===== config.mk =====
export PLATFORM = sky130hd
export DESIGN_NAME = wdt_kick_sched
export DESIGN_NICKNAME = d
export VERILOG_FILES = /design/src/rtl/wdt_kick_sched.sv
export SDC_FILE = /design/constraint.sdc
export NUM_CORES = 1
export LEC_CHECK = 0
export ABC_AREA = 0
export CAP_MARGIN = 10
export CORE_MARGIN = 5
export CORE_UTILIZATION = 48
export CTS_CLUSTER_SIZE = 14
export DETAILED_ROUTE_END_ITERATION = 16
export PLACE_DENSITY = 0.76
export SETUP_SLACK_MARGIN = 0.5
export SLEW_MARGIN = 25
export SYNTH_ARGS = -nofsm -noshare
export SYNTH_HDL_FRONTEND = slang
export SYNTH_SLANG_ARGS = --single-unit

===== constraint.sdc =====
create_clock -name clk -period 2.4 [get_ports clk]
set_clock_uncertainty 0.1 [all_clocks]
set_input_delay 0.48 -clock clk [delete_from_list [all_inputs] [get_ports clk]]
set_output_delay 0.48 -clock clk [all_outputs]
set_load 0.01 [all_outputs]

===== src/rtl/wdt_kick_sched.sv =====
// Heartbeat scheduler for an external watchdog: kicks wdi only while every
// supervised requester checks in once per window; mr_n gives a forced reset.
module wdt_kick_sched #(
    parameter int N_REQ       = 4,
    parameter int KICK_PERIOD = 1000,
    parameter int MR_CYC      = 16
) (
    input  logic             clk,
    input  logic             rst,
    input  logic             en,
    input  logic [N_REQ-1:0] req_alive,
    input  logic [N_REQ-1:0] req_mask,
    input  logic             miss_clr,
    input  logic             force_rst,
    input  logic             wdt_rst_n,
    output logic             wdi,
    output logic             mr_n,
    output logic [1:0]       state,
    output logic [N_REQ-1:0] miss,
    output logic [15:0]      kick_cnt
);

    localparam int TW = (KICK_PERIOD > 1) ? $clog2(KICK_PERIOD) : 1;
    localparam int FW = $clog2(MR_CYC + 1);
    localparam logic [TW-1:0] T_LAST = TW'(KICK_PERIOD - 1);
    localparam logic [FW-1:0] F_LAST = FW'(MR_CYC - 1);

    typedef enum logic [2:0] {
        S_IDLE,
        S_BOOT,
        S_RUN,
        S_STARVE,
        S_FORCE
    } fsm_t;

    fsm_t             fsm;
    logic [TW-1:0]    timer;
    logic [N_REQ-1:0] seen;
    logic [FW-1:0]    fcnt;
    logic [1:0]       sync;
    logic             wsync;
    logic [N_REQ-1:0] hit;
    logic             ok;
    logic             term;

    assign wsync = sync[1];
    assign hit   = req_alive & req_mask;
    // Terminal-cycle pulses are excluded: they belong to the next window.
    assign ok    = &(seen | ~req_mask);
    assign term  = (timer == T_LAST);

    always_ff @(posedge clk or posedge rst) begin
        if (rst) begin
            fsm      <= S_IDLE;
            timer    <= '0;
            seen     <= '0;
            fcnt     <= '0;
            sync     <= '0;
            wdi      <= 1'b0;
            mr_n     <= 1'b1;
            miss     <= '0;
            kick_cnt <= '0;
        end else begin
            sync <= {sync[0], wdt_rst_n};
            if (miss_clr) begin
                miss <= '0;
            end
            if (force_rst && fsm != S_IDLE) begin
                fsm  <= S_FORCE;
                mr_n <= 1'b0;
                fcnt <= F_LAST;
            end else if (!en) begin
                fsm  <= S_IDLE;
                mr_n <= 1'b1;
            end else begin
                case (fsm)
                    S_IDLE: begin
                        fsm <= S_BOOT;
                    end
                    S_BOOT: begin
                        if (wsync) begin
                            fsm   <= S_RUN;
                            timer <= '0;
                            seen  <= '0;
                        end
                    end
                    S_RUN: begin
                        if (!wsync) begin
                            fsm <= S_BOOT;
                        end else if (term) begin
                            if (ok) begin
                                wdi   <= ~wdi;
                                timer <= '0;
                                seen  <= hit;
                                if (kick_cnt != 16'hFFFF) begin
                                    kick_cnt <= kick_cnt + 16'd1;
                                end
                            end else begin
                                // A new miss beats a same-cycle clear.
                                miss <= (miss_clr ? '0 : miss)
                                        | (req_mask & ~seen);
                                fsm  <= S_STARVE;
                            end
                        end else begin
                            timer <= timer + 1'b1;
                            seen  <= seen | hit;
                        end
                    end
                    S_STARVE: begin
                        if (!wsync) begin
                            fsm <= S_BOOT;
                        end
                    end
                    S_FORCE: begin
                        if (fcnt == '0) begin
                            mr_n <= 1'b1;
                            fsm  <= S_BOOT;
                        end else begin
                            fcnt <= fcnt - 1'b1;
                        end
                    end
                    default: begin
                        fsm <= S_IDLE;
                    end
                endcase
            end
        end
    end

    always_comb begin
        state = 2'd0;
        case (fsm)
            S_IDLE:   state = 2'd0;
            S_BOOT:   state = 2'd1;
            S_RUN:    state = 2'd2;
            S_STARVE: state = 2'd3;
            S_FORCE:  state = 2'd1;
            default:  state = 2'd0;
        endcase
    end

endmodule

# Yosys cells after proc, flatten, opt, wreduce, memory -nomap -nowiden
# Cells that the tools add are included.
[op_classes]
n_eq_ne = 17
reduce_logical = 15
bitwise_logic = 9
add_sub_neg = 3
muxes = 35
[op_table]
columns = ["cell", "count"]
rows = [
  ["$mux 4", 11],
  ["$mux 10", 4],
  ["$mux 3", 8],
  ["$mux 5", 4],
  ["$pmux 10 s2", 1],
  ["$add 16x1->16 const B", 1],
  ["$ne 16x16->1 const B", 1],
  ["$pmux 3 s5", 1],
  ["$ne 4x4->1 const B", 3],
  ["$or 4x4->4", 3],
  ["$add 10x1->10 const B", 1],
  ["$eq 10x10->1 const B", 1],
  ["$ne 5x5->1 const B", 2],
  ["$reduce_and 10->1", 1],
  ["$reduce_and 9->1", 1],
  ["$and 4x4->4", 2],
  ["$not 4->4", 2],
  ["$pmux 4 s2", 1],
  ["$eq 3x2->1 const B", 2],
  ["$ne 2x2->1 const B", 3],
  ["$ne 3x1->1 const B", 2],
  ["$pmux 2 s3", 1],
  ["$reduce_and 6->1", 1],
  ["$reduce_bool 2->1", 3],
  ["other kinds (15)", 19],
]
[totals]
wordCells = 88
out_inout_bits = 24
in_bits = 14
register_bits = 46

# Longest topological paths before layout
# Gate-level depths: netlist (run 1).
[logic_depth]
depth_word = 9
depth_mapped = 8
ltp_nobuf = 7

# Least setup slack after synthesis (run 1)
# No wires, ideal clock.
[synth_path]
path_type = "register to register"
from = "reg timer[0]"
to = "reg kick_cnt[15]"
arrival_time_ns = 2.062
path_buffers = 1
period_less_slack_ns = 2.287
setup_ns = 0.125
path_stages_with_launch = 8
required_ns = 2.175
path_slack_ns = 0.113
cell_sequence = "dfrtp_1 > ha_1 > nand2_1 > or4_1 > buf_2 > or3_1 > nor2_1 > mux2_2"
[synth_between]
elab_chain_cells = 2
[synth_lines]
columns = ["element", "line", "rtl"]
rows = [
  ["start, declared", "37", "logic [TW-1:0] timer;"],
  ["start signal, assigned", "105", "timer <= timer + 1'b1;"],
  ["$eq 10x10->1", "50", "assign term = (timer == T_LAST);"],
  ["$reduce_and 10->1 (no source line)", "n/a", ""],
  ["end signal, assigned", "96", "kick_cnt <= kick_cnt + 16'd1;"],
  ["end, declared", "20", "output logic [15:0] kick_cnt"],
]
# No other way between the ends.
# A chain may end at the register's enable or synchronous reset.

# Worst setup path after layout (run 1)
[layout_path]
from = "reg timer[1]"
to = "reg kick_cnt[1]"
# The elaborated chain is that of the path after synthesis.

==> results.sh, run 1 <==
export IMPL_htree_num_levels=2
export IMPL_clock_path_buffers=2
export IMPL_critPathMaxFanout=7
export IMPL_finalCritPeriodShare_pct=93.9
export IMPL_synth_fa_ha_area_share_pct=2.20
export IMPL_start_util_pct=48.9
export IMPL_slew_violations=0
export IMPL_path_clk_slew_ns=0.09
export IMPL_synth_xor_area_share_pct=6.92
export IMPL_numPortBuffers=37
export IMPL_dp_hpwl_um=3660
export IMPL_use_met2_pct=33.1
export IMPL_synth_top_cell_area_share_pct=49.4
export IMPL_antenna_found_initial=0
export IMPL_drive_gt1_share_pct=35.5
export IMPL_synth_top_family_by_area="simple AND/OR/NAND/NOR gates"
export IMPL_yosys_register_bits=46
export IMPL_die_w_um=78.9
export IMPL_synth_edff_count=0
export IMPL_synth_area_leader_cell="dfrtp_1"
export IMPL_hold_buffers=0
export IMPL_ir_drop_uv=524
export IMPL_pre_cts_slack_ns=-0.351
export IMPL_rows=25
export IMPL_total_power_mw=1.71
export IMPL_firstDrtPassIters=4
export IMPL_grt_use_met3_pct=4.42
export IMPL_via_per_inst=5.63
export IMPL_critPathCaptureType="flop"
export IMPL_area_growth_pct=51.3
export IMPL_ys_flop_type="dfrtp_1"
export IMPL_hold_path_class="flop to flop"
export IMPL_final_hold_violation_count=0
export IMPL_grt_busiest_layer="met2"
export IMPL_power_density_nw_per_um2=496
export IMPL_grt_max_degree=31
export IMPL_drt_iter0_drc=176
export IMPL_fin_crit_ns=2.25
export IMPL_routedWlPerCell_um=16.2
export IMPL_drc_errors=0
export IMPL_cts_tree="built"
export IMPL_ys_seq_area_share_pct=50.5
export IMPL_synthCells=228
export IMPL_synth_cell_types=40
export IMPL_grt_pass1_wl_um=9240
export IMPL_yosys_warnings=0
export IMPL_fill_cells=294
export IMPL_die_area_sq_um=6230
export IMPL_grt_met1_usage_pct=22.3
export IMPL_n_antenna_cell=0
export IMPL_ant_nets=0
export IMPL_nNetsFinal=338
export IMPL_syn_num_nets=246
export IMPL_synth_compound_area_share_pct=11.4
export IMPL_ys_top_cells_by_area="dfrtp_1 49%, xnor2_1 6.5%, nand4_1 3.6%"
export IMPL_synth_simple_area_share_pct=23.4
export IMPL_max_slew_margin_pct=56.7
export IMPL_layout_setup_ws_ns=0.146
export IMPL_cp_data_arrival_time_ns=2.34
export IMPL_cts_root_buf="clkbuf_8"
export IMPL_synthesis_area_sq_um=2280
export IMPL_worstMarginPinSlew_ns=0.647
export IMPL_vias=2110
export IMPL_routabilityCongestion=0.811
export IMPL_setup_viol=0
export IMPL_grt_usage_pct=18.8
export IMPL_clock_fmax_mhz=444
export IMPL_maxCapViolations=0
export IMPL_grt_pass1_vias=2027
export IMPL_die_y_um=78.9
export IMPL_p_leak_nw=1.53
export IMPL_clock_latency_ns=0.30
export IMPL_rsz0062_at_grt="true"
export IMPL_ioPinCount=38
export IMPL_grt_ovfl_total=0
export IMPL_syn_avg_cell_area_sq_um=10.0
export IMPL_status="finished, final reports clean"
export IMPL_synth_mux_area_share_pct=2.47
export IMPL_timing_worst_setup_path_type="flop to flop"
export IMPL_cp_data_required_time_ns=2.48
export IMPL_cts_buffers=5
export IMPL_synthArstFlopShare_pct=100
export IMPL_cts_num_sinks=46
export IMPL_wirelength_um=6080
export IMPL_core_sq_um=4660
export IMPL_worstSetupStartpointType="flop"
==> routing by layer <==
| layer | vias to the layer above | wire [um] |
|---|---|---|
| li1 | 1004 | - |
| met1 | 1030 | 2530 |
| met3 | 11 | 273 |
| met2 | 65 | 3150 |
| met5 | - | 0 |
| met4 | 0 | 117 |
==> cells by family (layout without fill, tap and decap cells) <==
family	count (synthesis)	count (layout)
fa+ha+maj	4	4
flops	46	46
mux	5	5
xor+xnor	18	18
buf+inv	16	109
simple gates	101	101
compound gates	38	38
==> state kept, by name, indices dropped and copies added (netlist names) <==
name and flops:
fsm 3, miss 4, seen 4, sync 2
fcnt 5, timer 10, wdi 1, kick_cnt 16
mr_n 1
==> cell usage after synthesis (3+ instances only) <==
cell       n
a21oi_1    6
a31oi_1    3
a32o_1     4
and3_1     5
clkbuf_1   3
dfrtp_1   45
ha_1       4
inv_1     10
mux2_2     5
nand2_1   18
nand2b_1   7
nand3_1   10
nand4_1   13
nor2_1    21
nor2b_1    4
nor3_1     6
nor4_1     4
o21ai_0   14
o22ai_1    4
xnor2_1   17
==> timing repair <==
item / in CTS / in global routing
gates resized for setup: 28 / 37
buffers inserted: 13 / 14
gates cloned: 1 / 1
setup endpoints to repair: 44 / 48
pin swaps: 8 / 23
==> worst max-delay path, cell delays in order, from the launching register on <==
cell and delay [ns]:
dfrtp_1 0.40, ha_4 0.17, nand2_2 0.06, or4_4 0.58
a2111oi_4 0.20, buf_4 0.19, buf_12 0.11, mux2_2 0.32
==> report_power, final <==
part	internal, mW	total [mW]	switching, mW
Clock	0.202	0.467	0.264
Combinational	0.204	0.399	0.195
Sequential	0.817	0.846	0.0293
==> area by class of cell <==
type	instances	area, sq um	area share, %
multi-input cells	166	1270	36.9
well taps	54	67.6	1.96
inverters	10	37.5	1.09
repair buffers	91	833	24.2
flip-flops and latches	46	1160	33.6
clock inverters	2	10.0	0.290
clock buffers	6	72.6	2.10
==> through the flow <==
step           hold slack [ns]  cells  TNS, ns  util (%)  instance area, sq um
2_1_floorplan            0.231    228        0         -                  2320
3_3_place_gp             0.241    338    -3.85      63.0                  2940
3_5_place_dp             0.239    338    -4.83      63.0                  2940
4_1_cts                  0.266    360        0      68.2                  3180
5_1_grt                  0.279    375        0      74.0                  3450
6_report                 0.263    375        0      74.0                  3450
==> final timing paths <==
check                      depth (start not counted)  slack, ns     start            to
max                                                7       0.15  timer[1]   kick_cnt[1]
max reg2reg                                        7       0.15  timer[1]   kick_cnt[1]
max in group asynchronous                          3       1.28       rst  kick_cnt[13]
min                                                0       0.26   sync[0]       sync[1]
min reg2reg                                        0       0.26   sync[0]       sync[1]
min in group asynchronous                          2       0.38       rst       fcnt[2]
==> cells in the final DEF (no fill, tap or decap), drive strengths merged, types with 2 or more instances in the layout <==
cell,n
clkdlybuf4s50,29
a21oi,6
a31oi,3
buf,54
o211ai,2
xnor2,17
clkinv,3
nor4,4
nand2,18
nand2b,7
and4,2
mux2,5
dfrtp,45
o22ai,4
ha,4
nand3,10
nand4,13
a32o,4
or4,2
nor2,21
nor2b,4
and3,5
dlygate4sd2,4
dlymetal6s2s,2
nor3,7
inv,9
o21ai,14
clkbuf,7
or2,3
(Power assumes the default switching activity.)
==> run 2, diff against run 1 <==
--- a/config.mk
+++ b/config.mk
@@ -6,8 +6,8 @@
 export NUM_CORES = 1
 export LEC_CHECK = 0
 export ABC_AREA = 0
-export CAP_MARGIN = 10
-export CORE_MARGIN = 5
+export CAP_MARGIN = 20
+export CORE_MARGIN = 2
 export CORE_UTILIZATION = 48
 export CTS_CLUSTER_SIZE = 14
 export DETAILED_ROUTE_END_ITERATION = 16
==> results.sh, run 2 (same netlist as run 1, synthesis figures left out) <==
export IMPL_p_int_mw=1.31
export IMPL_via_per_inst=5.55
export IMPL_worstMarginPinSlew_ns=0.583
export IMPL_power_density_nw_per_um2=529
export IMPL_nNetsFinal=336
export IMPL_slew_violations=0
export IMPL_switching_share_pct=27.2
export IMPL_area_growth_pct=49.3
export IMPL_grt_pass1_wl_um=8890
export IMPL_start_util_pct=48.9
export IMPL_regMostFlops="kick_cnt"
export IMPL_timing_worst_setup_path_type="flop to flop"
export IMPL_rsz0062_at_grt="true"
export IMPL_status="finished, final reports clean"
export IMPL_p_leak_nw=1.53
export IMPL_max_slew_margin_pct=61.1
export IMPL_largestRegisters="kick_cnt: 16 flops, timer: 10 flops, fcnt: 5 flops"
export IMPL_worstSetupStartpointType="flop"
export IMPL_p_seq_share_pct=46.8
export IMPL_hold_buffers=0
export IMPL_ant_nets=0
export IMPL_finish_instance_area_sq_um=3400
export IMPL_n_antenna_cell=0
export IMPL_grt_usage_pct=21.7
export IMPL_fill_cells=315
export IMPL_grt_ovfl_total=0
export IMPL_hold_path_class="flop to flop"
export IMPL_cts_tree="built"
export IMPL_firstDrtPassIters=4
export IMPL_layout_common_cells="47 x buf_4, 41 x dfrtp_1, 29 x clkdlybuf4s50_1, 18 x nor2_1, 15 x xnor2_1"
export IMPL_drive_gt1_share_pct=34.2
export IMPL_clock_latency_ns=0.30
export IMPL_drt_iter0_drc=142
export IMPL_routedWlPerCell_um=15.4
export IMPL_core_sq_um=4660
export IMPL_drc_errors=0
export IMPL_dp_cells=340
export IMPL_ir_drop_uv=495
export IMPL_p_switching_mw=0.490
export IMPL_vias=2072
export IMPL_die_y_um=72.9
export IMPL_wl_met2_um=2950
export IMPL_layoutNonFillerInstCount=373
export IMPL_whs_path_depth=0
export IMPL_cts_num_sinks=46
export IMPL_finalCritPeriodShare_pct=90.9
export IMPL_dp_hpwl_um=3550
export IMPL_cts_buffers=5
export IMPL_r2r_cells=6
export IMPL_clock_fmax_mhz=458
export IMPL_fin_crit_ns=2.18
export IMPL_largest_reg_flops=16
export IMPL_hold_ws_ns=0.264
export IMPL_wl_met3_um=172
export IMPL_grt_max_degree=47
export IMPL_maxCapViolations=0
export IMPL_clock_path_buffers=2
export IMPL_die_area_sq_um=5320
export IMPL_topRoutingLayerUsed="met4"
export IMPL_final_hold_violation_count=0
export IMPL_grt_pass1_vias=1980
export IMPL_layout_commonest_cell="buf_4"
export IMPL_numPortBuffers=37
export IMPL_wirelength_um=5750
export IMPL_rows=25
export IMPL_dpl_cell_area_sq_um=2930
export IMPL_cp_data_required_time_ns=2.50
export IMPL_path_clk_slew_ns=0.09
export IMPL_critPathCaptureType="flop"
export IMPL_setup_viol=0
export IMPL_htree_num_levels=2
export IMPL_cts_root_buf="clkbuf_8"
export IMPL_cp_data_arrival_time_ns=2.28
export IMPL_drt_met1_wl_um=2520
export IMPL_comb_power_share_pct=21.2
export IMPL_ioPinCount=38
export IMPL_p_clk_share_pct=32.0
export IMPL_antenna_found_initial=0
export IMPL_die_w_um=72.9
export IMPL_routabilityCongestion=0.877
export IMPL_critPathMaxFanout=9
[run 2: stage by stage]
| stage | power [mW] | setup slack (ns) | TNS (ns) | util [%] |
|---|---|---|---|---|
| final | 1.80 | 0.219 | 0 | 73.0 |
| after global routing | 1.87 | 0.177 | 0 | 73.0 |
| after CTS | 1.75 | 0.195 | 0 | 68.1 |
| after detailed placement | 1.14 | -0.307 | -4.36 | 62.8 |
| after global placement | 1.14 | -0.272 | -4.06 | 62.8 |
| after floorplan | 1.02 | 0.177 | 0 | - |
[run 2: worst paths after layout]
path | end | from | slack [ns]
worst max register to register | kick_cnt[0] | timer[3] | 0.22
worst max-delay path | kick_cnt[0] | timer[3] | 0.22
worst min-delay path | sync[1] | sync[0] | 0.26
worst min register to register | sync[1] | sync[0] | 0.26
max in group asynchronous | kick_cnt[2] | rst | 1.24
min in group asynchronous | kick_cnt[6] | rst | 0.53
[run 2: layer usage]
layer	GRT usage, %	vias up
met5	0	-
met4	9.05	0
met3	5.11	16
met2	36.0	47
met1	27.1	1011
li1	-	998
[run 2: critical path, stage by stage (launching register included)]
cell and delay, ns:
dfrtp_1 0.38, or2_4 0.26, or4_4 0.54, a2111oi_4 0.25
buf_6 0.19, buf_4 0.12, xor2_1 0.23
[run 2: timing repair]
| item | 4_1_cts | 5_1_grt |
|---|---|---|
| buffers inserted | 8 | 16 |
| pin swaps | 9 | 13 |
| gates resized for setup | 24 | 35 |
| setup endpoints to repair | 41 | 52 |
| cloned | 1 | 0 |
[run 2: power groups by stage]
stage / combinational (mW) / clock [mW] / sequential, mW
after detailed placement: 0.290 / 0 / 0.855
after floorplan: 0.165 / 0 / 0.854
after global routing: 0.412 / 0.614 / 0.847
after CTS: 0.331 / 0.584 / 0.838
after global placement: 0.282 / 0 / 0.855
final: 0.381 / 0.577 / 0.843
[run 2: layout make-up]
cell class                      instances  area, sq um  share of cell area (%)
Inverter                               10         37.5                    1.10
Multi-Input combinational cell        166         1250                    36.9
Clock inverter                          1         30.0                   0.882
Clock buffer                            7         76.3                    2.24
Timing Repair Buffer                   89          781                    22.9
Sequential cell                        46         1160                    34.0
Tap cell                               54         67.6                    1.98
